<file path="src/rtl/tof_pll_serial_monitor_pkg.sv">
// Shared definitions for the PLL serial-programming monitor: word geometry,
// control-bit codes that select the shadow register, and reference words.
package tof_pll_serial_monitor_pkg;

  localparam int PLL_WORD_W = 24;
  localparam int BITCNT_W   = 5;

  // C2:C1 = word[1:0] selects which PLL register a word targets
  typedef enum logic [1:0] {
    C_CTRL = 2'b00,
    C_RCNT = 2'b01,
    C_NCNT = 2'b10,
    C_TEST = 2'b11
  } c_bits_e;

  // Typical power-up programming sequence (R, control, N)
  localparam logic [PLL_WORD_W-1:0] INIT_R_WORD    = 24'h34002D;
  localparam logic [PLL_WORD_W-1:0] INIT_CTRL_WORD = 24'h0481A4;
  localparam logic [PLL_WORD_W-1:0] INIT_N_WORD    = 24'h002C0A;

  // Bit counter increment that sticks at its maximum so overlong frames stay visible
  function automatic logic [BITCNT_W-1:0] bitcnt_inc(input logic [BITCNT_W-1:0] cnt);
    logic [BITCNT_W-1:0] res;
    if (cnt != {BITCNT_W{1'b1}}) begin
      res = cnt + BITCNT_W'(1);
    end else begin
      res = cnt;
    end
    return res;
  endfunction

endpackage

</file>
<file path="src/rtl/tof_sync_edge.sv">
// Multi-stage synchronizer for an asynchronous level, plus registered
// one-cycle rise/fall strobes derived from the synchronized level.
module tof_sync_edge #(
  parameter int SYNC_STAGES = 2
) (
  input  logic clk_i,
  input  logic rst_i,
  input  logic d_i,
  output logic level_o,
  output logic rise_o,
  output logic fall_o
);

  logic [SYNC_STAGES-1:0] sync_q, sync_d;
  logic                   prev_q, prev_d;
  logic                   rise_q, rise_d;
  logic                   fall_q, fall_d;

  // Advance the synchronizer chain and compare synced level with its previous value
  always_comb begin
    sync_d = {sync_q[SYNC_STAGES-2:0], d_i};
    prev_d = sync_q[SYNC_STAGES-1];
    rise_d = sync_q[SYNC_STAGES-1] & ~prev_q;
    fall_d = ~sync_q[SYNC_STAGES-1] & prev_q;
  end

  // Synchronizer, edge-detect and strobe registers
  always_ff @(posedge clk_i or posedge rst_i) begin
    if (rst_i) begin
      sync_q <= '0;
      prev_q <= 1'b0;
      rise_q <= 1'b0;
      fall_q <= 1'b0;
    end else begin
      sync_q <= sync_d;
      prev_q <= prev_d;
      rise_q <= rise_d;
      fall_q <= fall_d;
    end
  end

  assign level_o = sync_q[SYNC_STAGES-1];
  assign rise_o  = rise_q;
  assign fall_o  = fall_q;

endmodule

</file>
<file path="src/rtl/tof_pll_serial_monitor.sv">
// Receive-side snoop of the 3-wire PLL programming bus. Rebuilds each latched
// word, keeps shadows of the control/R/N registers, flags malformed frames and
// synchronizes the PLL lock indication.
module tof_pll_serial_monitor
  import tof_pll_serial_monitor_pkg::*;
#(
  parameter int SYNC_STAGES = 2,
  parameter int WORD_W      = PLL_WORD_W,
  parameter int ERRCNT_W    = 8
) (
  input  logic                clk_i,
  input  logic                rst_i,
  input  logic                pll_sclk_i,
  input  logic                pll_sdin_i,
  input  logic                pll_load_i,
  input  logic                pll_lock_i,
  output logic [WORD_W-1:0]   word_o,
  output logic                word_valid_o,
  output logic [WORD_W-1:0]   ctrl_reg_o,
  output logic [WORD_W-1:0]   r_reg_o,
  output logic [WORD_W-1:0]   n_reg_o,
  output logic [2:0]          loaded_o,
  output logic                frame_err_o,
  output logic [ERRCNT_W-1:0] err_count_o,
  output logic                lock_o,
  output logic                lock_lost_o
);

  localparam logic [BITCNT_W-1:0] CNT_FULL = BITCNT_W'(WORD_W);
  localparam logic [ERRCNT_W-1:0] ERR_MAX  = {ERRCNT_W{1'b1}};

  // Synchronized pin views
  logic sclk_level_s, sclk_rise_s, sclk_fall_s;
  logic load_level_s, load_rise_s, load_fall_s;
  logic lock_level_s, lock_rise_s, lock_fall_s;
  logic unused_edges_s;

  tof_sync_edge #(.SYNC_STAGES(SYNC_STAGES)) u_sync_sclk (
    .clk_i(clk_i), .rst_i(rst_i), .d_i(pll_sclk_i),
    .level_o(sclk_level_s), .rise_o(sclk_rise_s), .fall_o(sclk_fall_s)
  );

  tof_sync_edge #(.SYNC_STAGES(SYNC_STAGES)) u_sync_load (
    .clk_i(clk_i), .rst_i(rst_i), .d_i(pll_load_i),
    .level_o(load_level_s), .rise_o(load_rise_s), .fall_o(load_fall_s)
  );

  tof_sync_edge #(.SYNC_STAGES(SYNC_STAGES)) u_sync_lock (
    .clk_i(clk_i), .rst_i(rst_i), .d_i(pll_lock_i),
    .level_o(lock_level_s), .rise_o(lock_rise_s), .fall_o(lock_fall_s)
  );

  assign unused_edges_s = ^{sclk_level_s, sclk_fall_s, load_fall_s, lock_rise_s};

  // SDIN needs no edge stage; same depth keeps it settled when the SCLK strobe arrives
  logic [SYNC_STAGES-1:0] sdin_sync_q, sdin_sync_d;
  logic                   sdin_s;

  // Advance the SDIN synchronizer chain
  always_comb begin
    sdin_sync_d = {sdin_sync_q[SYNC_STAGES-2:0], pll_sdin_i};
  end

  // SDIN synchronizer registers
  always_ff @(posedge clk_i or posedge rst_i) begin
    if (rst_i) begin
      sdin_sync_q <= '0;
    end else begin
      sdin_sync_q <= sdin_sync_d;
    end
  end

  assign sdin_s = sdin_sync_q[SYNC_STAGES-1];

  // Frame assembly state
  logic [WORD_W-1:0]   shift_q, shift_d;
  logic [BITCNT_W-1:0] bitcnt_q, bitcnt_d;
  logic [WORD_W-1:0]   word_q, word_d;
  logic                word_valid_q, word_valid_d;
  logic                frame_err_q, frame_err_d;
  logic                frame_ok_s;
  c_bits_e             c_sel_s;

  assign frame_ok_s = (bitcnt_q == CNT_FULL);
  assign c_sel_s    = c_bits_e'(shift_q[1:0]);

  // Shift bits on SCLK rise, close the frame on LOAD rise (LOAD wins a tie)
  always_comb begin
    shift_d      = shift_q;
    bitcnt_d     = bitcnt_q;
    word_d       = word_q;
    word_valid_d = 1'b0;
    frame_err_d  = 1'b0;
    if (load_rise_s) begin
      bitcnt_d = '0;
      if (frame_ok_s) begin
        word_d       = shift_q;
        word_valid_d = 1'b1;
      end else begin
        frame_err_d = 1'b1;
      end
    end else if (sclk_rise_s && !load_level_s) begin
      shift_d  = {shift_q[WORD_W-2:0], sdin_s};
      bitcnt_d = bitcnt_inc(bitcnt_q);
    end else begin
      shift_d = shift_q;
    end
  end

  // Frame assembly registers
  always_ff @(posedge clk_i or posedge rst_i) begin
    if (rst_i) begin
      shift_q      <= '0;
      bitcnt_q     <= '0;
      word_q       <= '0;
      word_valid_q <= 1'b0;
      frame_err_q  <= 1'b0;
    end else begin
      shift_q      <= shift_d;
      bitcnt_q     <= bitcnt_d;
      word_q       <= word_d;
      word_valid_q <= word_valid_d;
      frame_err_q  <= frame_err_d;
    end
  end

  // Shadow registers and sticky status
  logic [WORD_W-1:0]   ctrl_q, ctrl_d;
  logic [WORD_W-1:0]   r_q, r_d;
  logic [WORD_W-1:0]   n_q, n_d;
  logic [2:0]          loaded_q, loaded_d;
  logic [ERRCNT_W-1:0] err_count_q, err_count_d;
  logic                lock_lost_q, lock_lost_d;

  // Route good words to their shadow, count bad frames, watch for lock loss once configured
  always_comb begin
    ctrl_d      = ctrl_q;
    r_d         = r_q;
    n_d         = n_q;
    loaded_d    = loaded_q;
    err_count_d = err_count_q;
    lock_lost_d = lock_lost_q;
    if (load_rise_s && frame_ok_s) begin
      case (c_sel_s)
        C_CTRL: begin
          ctrl_d      = shift_q;
          loaded_d[0] = 1'b1;
        end
        C_RCNT: begin
          r_d         = shift_q;
          loaded_d[1] = 1'b1;
        end
        C_NCNT: begin
          n_d         = shift_q;
          loaded_d[2] = 1'b1;
        end
        C_TEST: begin
          loaded_d = loaded_q;
        end
        default: begin
          loaded_d = loaded_q;
        end
      endcase
    end else if (load_rise_s && (err_count_q != ERR_MAX)) begin
      err_count_d = err_count_q + ERRCNT_W'(1);
    end else begin
      err_count_d = err_count_q;
    end
    if (lock_fall_s && (loaded_q == 3'b111)) begin
      lock_lost_d = 1'b1;
    end else begin
      lock_lost_d = lock_lost_q;
    end
  end

  // Shadow and status registers
  always_ff @(posedge clk_i or posedge rst_i) begin
    if (rst_i) begin
      ctrl_q      <= '0;
      r_q         <= '0;
      n_q         <= '0;
      loaded_q    <= 3'b000;
      err_count_q <= '0;
      lock_lost_q <= 1'b0;
    end else begin
      ctrl_q      <= ctrl_d;
      r_q         <= r_d;
      n_q         <= n_d;
      loaded_q    <= loaded_d;
      err_count_q <= err_count_d;
      lock_lost_q <= lock_lost_d;
    end
  end

  assign word_o       = word_q;
  assign word_valid_o = word_valid_q;
  assign frame_err_o  = frame_err_q;
  assign ctrl_reg_o   = ctrl_q;
  assign r_reg_o      = r_q;
  assign n_reg_o      = n_q;
  assign loaded_o     = loaded_q;
  assign err_count_o  = err_count_q;
  assign lock_o       = lock_level_s;
  assign lock_lost_o  = lock_lost_q;

endmodule

</file>
<file path="config.mk">
export PLATFORM = sky130hd
export DESIGN_NAME = tof_pll_serial_monitor
export DESIGN_NICKNAME = d
export VERILOG_FILES = /design/src/rtl/tof_pll_serial_monitor_pkg.sv /design/src/rtl/tof_sync_edge.sv /design/src/rtl/tof_pll_serial_monitor.sv
export SDC_FILE = /design/constraint.sdc
export NUM_CORES = 1
export LEC_CHECK = 0
export BUFFER_PORTS_ARGS = -buffer_cell sky130_fd_sc_hd__buf_2
export CORE_MARGIN = 5
export CORE_UTILIZATION = 49
export DETAILED_ROUTE_END_ITERATION = 7
export PLACE_DENSITY = 0.75
export SLEW_MARGIN = 20
export SYNTH_ARGS = -nofsm -noshare
export SYNTH_HDL_FRONTEND = slang
export SYNTH_HIERARCHICAL = 1
export SYNTH_SLANG_ARGS = --single-unit
</file>
<file path="constraint.sdc">
create_clock -name clk_i -period 4.5 [get_ports clk_i]
set_clock_uncertainty 0.1 [all_clocks]
set_input_delay 0.675 -clock clk_i [delete_from_list [all_inputs] [get_ports clk_i]]
set_output_delay 0.675 -clock clk_i [all_outputs]
set_load 0.01 [all_outputs]
</file>
==> run summary <==
Largest net degree at the start of global routing -> 92
Grt total ovfl -> 0
Post-layout net count -> 491
R2R cell count -> 6
Share of power burned in registers -> 49.7%
RSZ-0062 raised after global routing -> false
HPWL after detailed placement -> 7650 um
Met3 wire len -> 633 um
Outcome -> finished clean
Clock sink count -> 153
Hold Vio Cnt, Final -> 0
P per Cell Area -> 432 nW/um^2
Vias in the first global route -> 3514
Root buffer cell -> clkbuf_16
Post-Syn Area -> 5760 um^2
Die width -> 118 um
Final setup viols -> 0
Clk slew on worst S/H paths -> 0.06 ns
Clk pwr share -> 44.8%
Number of diodes -> 0
Worst Setup Slack, final -> 1.80 ns
Reg2reg start -> bitcnt_q[0]
Max Used Layer -> met4
CTS H-tree lvls -> 4
Post-DRT Antenna Nets -> 0
Internal power -> 2.33 mW
CTS resizes -> 0
Drt total wl -> 11200 um
CP max stage cell -> or3_2
Initial Util -> 50.2%
Setup crit start -> bitcnt_q[0]
Syn Nets -> 364
CTS buffer count -> 17
Placed cell count -> 605
CP delay by family, top -> simple AND/OR/NAND/NOR gates
Peak VDD IR -> 0.498 mV
Ys Warns -> 6
Cts hold-fix bufs -> 0
DRT Pass-1 Iters -> 4
Setup_tns -> 0 ns
Worst EP required -> 4.69 ns
Fin. max-slew vios -> 0
First-iteration detailed-routing DRC count -> 198
Layout cells sized above 1 -> 56.1%
Maxcap violations -> 0
Final Non-Filler Cells -> 637
Crit-path max FO -> 26
Cell Rows -> 39
Final period utilization -> 60.0%
Buffer count from post-CTS setup fixing -> 0
CP arrival -> 2.89 ns
Die Y -> 118 um
Crit path largest cell delay -> 0.86 ns
Place WS -> 1.78 ns
Worst reg2reg endpoint -> ctrl_reg_o[11]
Placer Congestion -> 0.718
Initial antenna violation count -> 0
Port-buffer cells -> 116
Routed wl met2 -> 5420 um
WL per Instance -> 17.5 um
Worst-case clock buffer depth -> 2
Total track usage -> 16.8%
DR DRC count -> 0
CP startpoint kind -> flop
Synth Area per Inst -> 16.3 um^2
Worst Path Class, Setup -> flop to flop
# IOs -> 117
Core area -> 11500 um^2
CP Capture Type -> flop
Die Area -> 14000 um^2
Critical Path Sink -> ctrl_reg_o[11]
First-pass GRT wire length -> 18800 um
Leakage -> 4.00 nW
Cell-by-cell trace of the critical path -> inv_1 -> ha_1 -> and4b_1 -> nand2_4 -> or3_2 -> mux2_4
CP Depth -> 6
Worst-Margin Slew -> 0.890 ns
Vias/cell -> 5.16
Pwr Total -> 3.06 mW
Buf/Inv on CP -> 1
Area Growth Syn to Fin -> 22.8%
Min Tclk post-route -> 2.70 ns
Worst slew margin -> 40.3%
CTS tree -> yes
Fmax -> 370 MHz
Net Sw Frac -> 23.7%
Seq. cell area -> 3830 um^2
M1 WL -> 5010 um
NetSw -> 0.723 mW
Hold Path Class -> input port to async pin
Final Util -> 61.7%
Mapped Cells -> 354
FF-to-FF setup slack -> 1.80 ns
Gate power share -> 5.5%
Clk Latency, worst-skew pair -> 0.42 ns
FILL cells -> 868
Multi-input logic area -> 1830 um^2
Via count -> 3289
-- cell usage in the layout (no fill, tap or decap), drive strengths merged --
cell type,n
and4b,1
clkbuf,17
and2b,1
a21oi,1
ha,4
nand4b,2
clkinv,7
nand3,2
xnor2,3
nor2b,3
nor2,7
nor3b,2
mux2,119
or3,1
a41o,1
and2,4
and4,1
o21a,1
mux2i,1
nand2,10
dfrtp,153
xor2,2
buf,121
and3,4
nand4,5
bufinv,2
nand2b,6
clkinvlp,7
inv,6
-- how the worst min path moves through the flow --
stage | depth (start not counted) | slack (ns) | endpoint | start
detailed placement | 0 | 0.24 | u_sync_lock/sync_q[1] | u_sync_lock/sync_q[0]
CTS | 2 | 0.06 | u_sync_sclk/sync_q[1] | rst_i
finish | 2 | 0.08 | u_sync_sclk/sync_q[1] | rst_i
global route | 2 | 0.08 | u_sync_sclk/sync_q[1] | rst_i
floorplan | 0 | 0.23 | sdin_sync_q[1] | sdin_sync_q[0]
global placement | 0 | 0.23 | u_sync_lock/sync_q[1] | u_sync_lock/sync_q[0]
-- per-layer routing --
metal  GRT usage, %  up-vias
met4           5.10        0
met3           6.73        7
li1               -     1493
met2           25.3       76
met1           22.8     1713
met5              0        -
-- state kept, by name, summed over array words and instances (netlist names), 2 cells and up --
register,flops
n_reg_o,24
ctrl_reg_o,24
word_o,24
shift_q,24
bitcnt_q,5
loaded_o,3
u_sync_sclk/sync_q,2
err_count_o,8
u_sync_load/sync_q,2
r_reg_o,24
u_sync_lock/sync_q,2
sdin_sync_q,2
-- through the flow --
| step | cell area [um^2] | hold WS [ns] |
|---|---|---|
| 2_1_floorplan | 5760 | 0.231 |
| 3_3_place_gp | 6500 | 0.235 |
| 3_5_place_dp | 6500 | 0.237 |
| 4_1_cts | 7080 | 0.0649 |
| 5_1_grt | 7080 | 0.0800 |
| 6_report | 7080 | 0.0835 |
-- power by group through the flow --
stage	registers, mW	logic, mW	clock network, mW
final	1.52	0.168	1.37
after global routing	1.53	0.189	1.46
after CTS	1.52	0.173	1.40
after detailed placement	1.54	0.173	0
after global placement	1.54	0.166	0
after floorplan	1.53	0.106	0
-- layout make-up --
class                      instances  share of cell area (%)
clock buffer                      17                    6.01
clock inverter                    15                    2.19
inverter                           7                   0.424
multi-input combinational        181                    25.8
sequential                       153                    54.1
tap                              143                    2.53
timing repair buffer             121                    8.91
Note: power is estimated with default switching activity, not from simulation.
